[config.mk]
export PLATFORM = sky130hd
export DESIGN_NAME = sccb_responder
export DESIGN_NICKNAME = d
export VERILOG_FILES = /design/src/rtl/sccb_responder.sv
export SDC_FILE = /design/constraint.sdc
export NUM_CORES = 2
export LEC_CHECK = 0
export BUFFER_PORTS_ARGS = -buffer_cell sky130_fd_sc_hd__buf_2
export CORE_MARGIN = 2
export CORE_UTILIZATION = 60
export CTS_CLUSTER_DIAMETER = 80
export CTS_CLUSTER_SIZE = 14
export DETAILED_ROUTE_END_ITERATION = 10
export PLACE_DENSITY = 0.83
export SYNTH_ARGS = -nofsm -noshare
export SYNTH_HDL_FRONTEND = slang
export SYNTH_SLANG_ARGS = --single-unit
[constraint.sdc]
create_clock -name clk -period 9.6 [get_ports clk]
set_clock_uncertainty 0.15 [all_clocks]
set_input_delay 0.96 -clock clk [delete_from_list [all_inputs] [get_ports clk]]
set_output_delay 0.96 -clock clk [all_outputs]
set_load 0.1 [all_outputs]
[src/rtl/sccb_responder.sv]
`default_nettype none
// ============================================================================
// Module   : sccb_responder
// Brief    : SCCB target emulating the OV7670 register port. It holds an
//            8-bit register array, supports auto-increment writes and
//            two-phase reads, and pulls SIOD low for ACK and read zeros.
// Revision : 1.0 - initial release
// ============================================================================
module sccb_responder #(
    parameter logic [7:0] DEVICE_ID = 8'h42,
    parameter int         ADDR_W    = 8,
    parameter bit         ACK_EN    = 1'b1
) (
    input  logic              clk,
    input  logic              rst_n,
    input  logic              sioc_in,
    input  logic              siod_in,
    output logic              siod_oe,
    output logic              wr_strobe,
    output logic [ADDR_W-1:0] wr_addr,
    output logic [7:0]        wr_data,
    input  logic [ADDR_W-1:0] dbg_addr,
    output logic [7:0]        dbg_data,
    output logic              busy
);

    localparam int              c_DEPTH = 2 ** ADDR_W;
    localparam logic [7:0]      c_RD_ID = DEVICE_ID | 8'h01;
    localparam logic [ADDR_W-1:0] c_ONE = 1;

    typedef enum logic [3:0] {
        S_IDLE      = 4'd0,
        S_ID        = 4'd1,
        S_ID_ACK    = 4'd2,
        S_SUB       = 4'd3,
        S_SUB_ACK   = 4'd4,
        S_WDATA     = 4'd5,
        S_WDATA_ACK = 4'd6,
        S_RDATA     = 4'd7,
        S_RD_NA     = 4'd8,
        S_IGNORE    = 4'd9
    } state_t;

    // Synchronisers idle high so reset release never looks like START.
    logic [1:0] r_sioc_sync;
    logic [1:0] r_siod_sync;
    logic       r_sioc_d;
    logic       r_siod_d;

    always_ff @(posedge clk or negedge rst_n) begin
        if (!rst_n) begin
            r_sioc_sync <= 2'b11;
            r_siod_sync <= 2'b11;
            r_sioc_d    <= 1'b1;
            r_siod_d    <= 1'b1;
        end else begin
            r_sioc_sync <= {r_sioc_sync[0], sioc_in};
            r_siod_sync <= {r_siod_sync[0], siod_in};
            r_sioc_d    <= r_sioc_sync[1];
            r_siod_d    <= r_siod_sync[1];
        end
    end

    logic w_sioc;
    logic w_siod;
    logic w_rise;
    logic w_fall;
    logic w_start;
    logic w_stop;

    assign w_sioc  = r_sioc_sync[1];
    assign w_siod  = r_siod_sync[1];
    assign w_rise  = w_sioc & ~r_sioc_d;
    assign w_fall  = ~w_sioc & r_sioc_d;
    assign w_start = w_sioc & r_sioc_d & r_siod_d & ~w_siod;
    assign w_stop  = w_sioc & r_sioc_d & ~r_siod_d & w_siod;

    state_t            r_state;
    logic [3:0]        r_cnt;
    logic [7:0]        r_shift;
    logic [ADDR_W-1:0] r_ptr;
    logic              r_oe;
    logic              r_rd;
    logic              r_busy;
    logic              r_strobe;
    logic [ADDR_W-1:0] r_wr_addr;
    logic [7:0]        r_wr_data;
    logic [7:0]        r_mem [c_DEPTH];

    state_t            w_state_nxt;
    logic [3:0]        w_cnt_nxt;
    logic [7:0]        w_shift_nxt;
    logic [ADDR_W-1:0] w_ptr_nxt;
    logic              w_oe_nxt;
    logic              w_rd_nxt;
    logic              w_busy_nxt;
    logic              w_strobe_nxt;
    logic [ADDR_W-1:0] w_wr_addr_nxt;
    logic [7:0]        w_wr_data_nxt;
    logic              w_mem_we;
    logic [7:0]        w_byte;
    logic              w_byte_done;
    logic [7:0]        w_rd_word;

    assign w_byte      = {r_shift[6:0], w_siod};
    assign w_byte_done = w_rise && (r_cnt == 4'd7);
    assign w_rd_word   = r_mem[r_ptr];

    always_comb begin
        w_state_nxt   = r_state;
        w_cnt_nxt     = r_cnt;
        w_shift_nxt   = r_shift;
        w_ptr_nxt     = r_ptr;
        w_oe_nxt      = r_oe;
        w_rd_nxt      = r_rd;
        w_busy_nxt    = r_busy;
        w_strobe_nxt  = 1'b0;
        w_wr_addr_nxt = r_wr_addr;
        w_wr_data_nxt = r_wr_data;
        w_mem_we      = 1'b0;

        if (w_stop) begin
            w_state_nxt = S_IDLE;
            w_oe_nxt    = 1'b0;
            w_busy_nxt  = 1'b0;
        end else if (w_start) begin
            w_state_nxt = S_ID;
            w_cnt_nxt   = 4'd0;
            w_oe_nxt    = 1'b0;
            w_rd_nxt    = 1'b0;
            w_busy_nxt  = 1'b1;
        end else begin
            case (r_state)
                S_ID, S_SUB, S_WDATA: begin
                    if (w_rise) begin
                        w_shift_nxt = w_byte;
                        w_cnt_nxt   = r_cnt + 4'd1;
                    end
                    if (w_byte_done) begin
                        w_cnt_nxt = 4'd0;
                        if (r_state == S_ID) begin
                            if (w_byte == DEVICE_ID) begin
                                w_state_nxt = S_ID_ACK;
                                w_rd_nxt    = 1'b0;
                            end else if (w_byte == c_RD_ID) begin
                                w_state_nxt = S_ID_ACK;
                                w_rd_nxt    = 1'b1;
                            end else begin
                                w_state_nxt = S_IGNORE;
                            end
                        end else if (r_state == S_SUB) begin
                            w_ptr_nxt   = w_byte[ADDR_W-1:0];
                            w_state_nxt = S_SUB_ACK;
                        end else begin
                            w_mem_we      = 1'b1;
                            w_strobe_nxt  = 1'b1;
                            w_wr_addr_nxt = r_ptr;
                            w_wr_data_nxt = w_byte;
                            w_ptr_nxt     = r_ptr + c_ONE;
                            w_state_nxt   = S_WDATA_ACK;
                        end
                    end
                end
                // r_cnt marks whether the 9th rising edge has been seen.
                S_ID_ACK, S_SUB_ACK, S_WDATA_ACK: begin
                    if (w_rise) begin
                        w_cnt_nxt = 4'd1;
                    end
                    if (w_fall) begin
                        if (r_cnt == 4'd0) begin
                            w_oe_nxt = ACK_EN;
                        end else begin
                            w_oe_nxt  = 1'b0;
                            w_cnt_nxt = 4'd0;
                            if (r_state == S_ID_ACK && r_rd) begin
                                w_state_nxt = S_RDATA;
                                w_shift_nxt = w_rd_word;
                                w_oe_nxt    = ~w_rd_word[7];
                            end else if (r_state == S_ID_ACK) begin
                                w_state_nxt = S_SUB;
                            end else begin
                                w_state_nxt = S_WDATA;
                            end
                        end
                    end
                end
                S_RDATA: begin
                    if (w_rise) begin
                        w_shift_nxt = {r_shift[6:0], 1'b0};
                        w_cnt_nxt   = r_cnt + 4'd1;
                        if (r_cnt == 4'd7) begin
                            w_cnt_nxt   = 4'd0;
                            w_state_nxt = S_RD_NA;
                        end
                    end
                    if (w_fall) begin
                        w_oe_nxt = ~r_shift[7];
                    end
                end
                S_RD_NA: begin
                    if (w_fall && r_cnt == 4'd0) begin
                        w_oe_nxt = 1'b0;
                    end
                    if (w_rise) begin
                        if (!w_siod) begin
                            w_ptr_nxt = r_ptr + c_ONE;
                            w_cnt_nxt = 4'd1;
                        end else begin
                            w_state_nxt = S_IGNORE;
                        end
                    end
                    if (w_fall && r_cnt == 4'd1) begin
                        w_cnt_nxt   = 4'd0;
                        w_shift_nxt = w_rd_word;
                        w_oe_nxt    = ~w_rd_word[7];
                        w_state_nxt = S_RDATA;
                    end
                end
                S_IDLE, S_IGNORE: begin
                    w_oe_nxt = 1'b0;
                end
                default: begin
                    w_state_nxt = S_IDLE;
                    w_oe_nxt    = 1'b0;
                end
            endcase
        end
    end

    always_ff @(posedge clk or negedge rst_n) begin
        if (!rst_n) begin
            r_state   <= S_IDLE;
            r_cnt     <= 4'd0;
            r_shift   <= 8'd0;
            r_ptr     <= '0;
            r_oe      <= 1'b0;
            r_rd      <= 1'b0;
            r_busy    <= 1'b0;
            r_strobe  <= 1'b0;
            r_wr_addr <= '0;
            r_wr_data <= 8'd0;
        end else begin
            r_state   <= w_state_nxt;
            r_cnt     <= w_cnt_nxt;
            r_shift   <= w_shift_nxt;
            r_ptr     <= w_ptr_nxt;
            r_oe      <= w_oe_nxt;
            r_rd      <= w_rd_nxt;
            r_busy    <= w_busy_nxt;
            r_strobe  <= w_strobe_nxt;
            r_wr_addr <= w_wr_addr_nxt;
            r_wr_data <= w_wr_data_nxt;
        end
    end

    always_ff @(posedge clk) begin
        if (w_mem_we) begin
            r_mem[r_ptr] <= w_byte;
        end
    end

    assign siod_oe   = r_oe;
    assign wr_strobe = r_strobe;
    assign wr_addr   = r_wr_addr;
    assign wr_data   = r_wr_data;
    assign busy      = r_busy;
    assign dbg_data  = r_mem[dbg_addr];

endmodule
`default_nettype wire

==> impl_metrics.toml <==
[status]
run_status = "finished, final reports clean"

[worst_setup_path]
class_of_the_most_critical_setup_path = "primary input to output port"
rr_startpoint = "r_ptr[3]"
timing.critical_path.arrival_ns = 5.65
maximum_fanout_along_the_worst_path = 63
cp-startpoint = "dbg_addr[0]"
worst_setup_path_start_kind = "primary input"
endpoint_kind = "output port"
setup.reg_to_reg.worst_slack_ns = 3.75
critical_path_required_ns = 8.49

[floorplan]
pin_count = 39
die_area_um2 = 165000
area_inside_the_core_boundary_um2 = 161000
rows = 147
die_h_um = 407
floorplan.die.width_um = 407
floorplan.initialDensity_pct = 60.5

[route]
routedWlPerCell_um = 42.4
via_count_of_the_routed_design = 56408
drc_errors = 0
antenna_violating_nets_post_route = 0
route.detailed.vias_per_inst = 8.21
drt_wl_total_um = 291000
initial_drt_markers = 11695
iteration_count_of_the_initial_detailed_routing_pass = 8

[global_route]
first_pass_grt_wire_length_um = 411000
global_route.overflow_total = 0
grt_max_degree = 222
grt_antenna_before_repair = 18
vias_in_the_first_global_route = 55536
track_usage_pct = 35.8

[clock_network]
tritoncts = "built"
clock_latency_ns = 0.87
cts_resized = 0
clock-sinks = 2098
max-clock-path-buffers = 3
cts-htree-levels = 4
cts_made_buffers = 168
cts.clk_slew.worst_paths_ns = 0.06
cts-root-buf = "sky130_fd_sc_hd__clkbuf_16"

[hold_path]
hold_class = "primary input to register"
timing.hold.worst.start = "sioc_in"

[yosys]
synth_top_cell_area_share_pct = 63.3
netlist.top_cell.by_area = "sky130_fd_sc_hd__edfxtp_1"
synthTopCellsByArea = "sky130_fd_sc_hd__edfxtp_1 63%, sky130_fd_sc_hd__mux4_2 28%, sky130_fd_sc_hd__a22oi_1 1.4%, sky130_fd_sc_hd__nor2_1 1.2%, sky130_fd_sc_hd__dfrtp_1 1.1%"
mappedNetlistNets = 4723
synth_common_cells = "2048 x sky130_fd_sc_hd__edfxtp_1, 1204 x sky130_fd_sc_hd__mux4_2, 300 x sky130_fd_sc_hd__nor2_1"
post_synthesis_share_of_cell_area_spent_on_full_adders_half_adders_and_majority_gates_pct = 0.0901
syn-mean-instance-area_um2 = 20.7
post_synth_inst_count = 4704
synth.ff_latch_count = 2098
synthArstFlopShare_pct = 2.38
synth_top_family_by_area = "multiplexers"
synthSimpleGateAreaFrac_pct = 2.30
synth_enable_flop_cells = 2048
synth.yosys.seq_area_share_pct = 64.6
synth_compound_area_share_pct = 2.92
post_synth_xor_area_fraction_pct = 0.00901
synthesis.area_um2 = 97200
yosysMostFrequentCell = "sky130_fd_sc_hd__edfxtp_1"
ys.warnings.count = 0
yosys_most_used_dff = "sky130_fd_sc_hd__edfxtp_1"
netlist-cell-type-count = 62
yosys-mux-area-fraction_pct = 28.3

[timing]
worst_relative_slew_slack_pct = 5.14
fmaxAchievable_ghz = 0.148
rsz0062_at_grt = "no"
setup_viol = 0
post-route-period-util_pct = 70.4
period_minus_slack_ns = 6.76
count_of_pins_over_their_slew_limit = 0
hold_viol_final = 0
final_setup_slack_of_the_worst_path_ns = 2.84
fin_worst_hold_slack_ns = 0.0460
setup-tns-final_ns = 0
timing_worst_slew_pin_value_ns = 1.42

[placed_design]
place.detailed.hpwl_um = 178000
placement.io_buffers = 38
dp_slack_ns = 3.07
dp.cells = 6639
gp_routability_congestion = 0.912
dpl-instance-area_um2 = 99900

[layout]
syn2layout_area_growth_pct = 7.53
final.fill_count = 9949
instances_no_fill = 6867
stdcell_area_um2 = 105000
final_net_count = 4669
drive_above_1_share_pct = 34.2

[power_and_ir_drop]
share_clk_of_total_power_pct = 25.7
internal_power_uw = 17100
cellLeakagePower_uw = 0.0311
power_density_nw_per_um2 = 240
power.share.switching_pct = 32.0
combinational_power_share_pct = 27.4
netSwitchingPower_uw = 8040
max-vdd-ir-drop_uv = 309
pwr-share-seq_pct = 46.8

[run]
drv_cap = 0
[placed cells by master, fill, tap and decap left out, types with 7 or more instances in the layout]
cell type,n
sky130_fd_sc_hd__o21ai_0,40
sky130_fd_sc_hd__nor2b_1,12
sky130_fd_sc_hd__mux2i_1,42
sky130_fd_sc_hd__buf_2,34
sky130_fd_sc_hd__a22oi_1,184
sky130_fd_sc_hd__nor3_1,18
sky130_fd_sc_hd__buf_12,18
sky130_fd_sc_hd__clkbuf_16,171
sky130_fd_sc_hd__nor2_1,295
sky130_fd_sc_hd__nand3_1,40
sky130_fd_sc_hd__clkinv_8,7
sky130_fd_sc_hd__dfrtp_4,11
sky130_fd_sc_hd__mux4_2,1204
sky130_fd_sc_hd__edfxtp_1,2048
sky130_fd_sc_hd__buf_4,109
sky130_fd_sc_hd__o22ai_1,9
sky130_fd_sc_hd__clkbuf_1,36
sky130_fd_sc_hd__a21oi_1,107
sky130_fd_sc_hd__o41ai_1,14
sky130_fd_sc_hd__inv_1,13
sky130_fd_sc_hd__dfrtp_1,32
sky130_fd_sc_hd__nand3_2,16
sky130_fd_sc_hd__nand2_1,94
sky130_fd_sc_hd__ha_1,7
sky130_fd_sc_hd__a31oi_1,14
[power groups by stage]
| stage | logic (uW) | registers (uW) | clock network (uW) |
|---|---|---|---|
| 2_1_floorplan | 4100 | 12300 | 0 |
| 3_3_place_gp | 6470 | 11900 | 0 |
| 3_5_place_dp | 6610 | 11900 | 0 |
| 4_1_cts | 6660 | 11700 | 6440 |
| 5_1_grt | 7060 | 11800 | 6730 |
| 6_report | 6880 | 11800 | 6470 |
[worst max-delay path: stages]
cell and delay [ns]:
sky130_fd_sc_hd__buf_8 0.49, sky130_fd_sc_hd__buf_12 0.50, sky130_fd_sc_hd__mux4_2 0.60, sky130_fd_sc_hd__mux4_2 0.55, sky130_fd_sc_hd__mux4_2 0.57, sky130_fd_sc_hd__a22oi_1 1.11
sky130_fd_sc_hd__nand2_1 0.21, sky130_fd_sc_hd__buf_2 0.38
[final timing paths]
kind / to / cells after the start
min in group asynchronous: r_cnt[0] / 2
max reg2reg: r_mem[154][4] / 5
max in group asynchronous: r_shift[6] / 3
min reg2reg: r_sioc_sync[1] / 0
min: r_sioc_sync[0] / 1
max: dbg_data[1] / 8
[metrics by stage]
| stage | utilization (%) | total power [uW] |
|---|---|---|
| floorplan | - | 16400 |
| global placement | 62.1 | 18400 |
| detailed placement | 62.1 | 18500 |
| CTS | 65.0 | 24800 |
| global route | 65.0 | 25600 |
| finish | 65.0 | 25100 |
[final cells by class]
class	instances	area, um^2	area share [%]
Inverter	17	66.3	0.0634
Multi-Input combinational cell	2199	32900	31.4
Antenna cell	6	15.0	0.0144
Tap cell	2160	2700	2.59
Clock buffer	207	4410	4.22
Sequential cell	2098	62800	60.1
Timing Repair Buffer	166	1420	1.35
Clock inverter	14	240	0.230
[per-layer routing]
layer / wire [um] / vias to the layer above / track usage, %
li1: - / 20364 / -
met1: 90200 / 28932 / 46.3
met2: 133000 / 5915 / 53.3
met3: 47400 / 1169 / 13.5
met4: 20000 / 28 / 19.4
met5: 177 / - / 0
[logic make-up (layout without fill, tap and decap cells)]
logic type,Yosys count,count (layout)
adder cells (fa/ha/maj),7,7
buffers and inverters,407,404
AND/OR/NAND/NOR,525,525
flip-flops,2098,2098
AO/OA/AOI/OAI,420,420
other,0,6
XOR/XNOR,1,1
multiplexers,1246,1246
[flip-flops by register name, summed over array words and instances, names as in the netlist, 2 cells and up]
register and count:
r_ptr 8, wr_data 8, r_state 4, r_shift 8, r_mem 2048, r_siod_sync 2, r_cnt 4, wr_addr 8
r_sioc_sync 2
[timing repair]
action	CTS	global route
hold endpoints to repair	13	0
hold buffers	1	0
endpoints found under the setup margin	0	0
setup buffers	0	0
(Power assumes the default switching activity.)
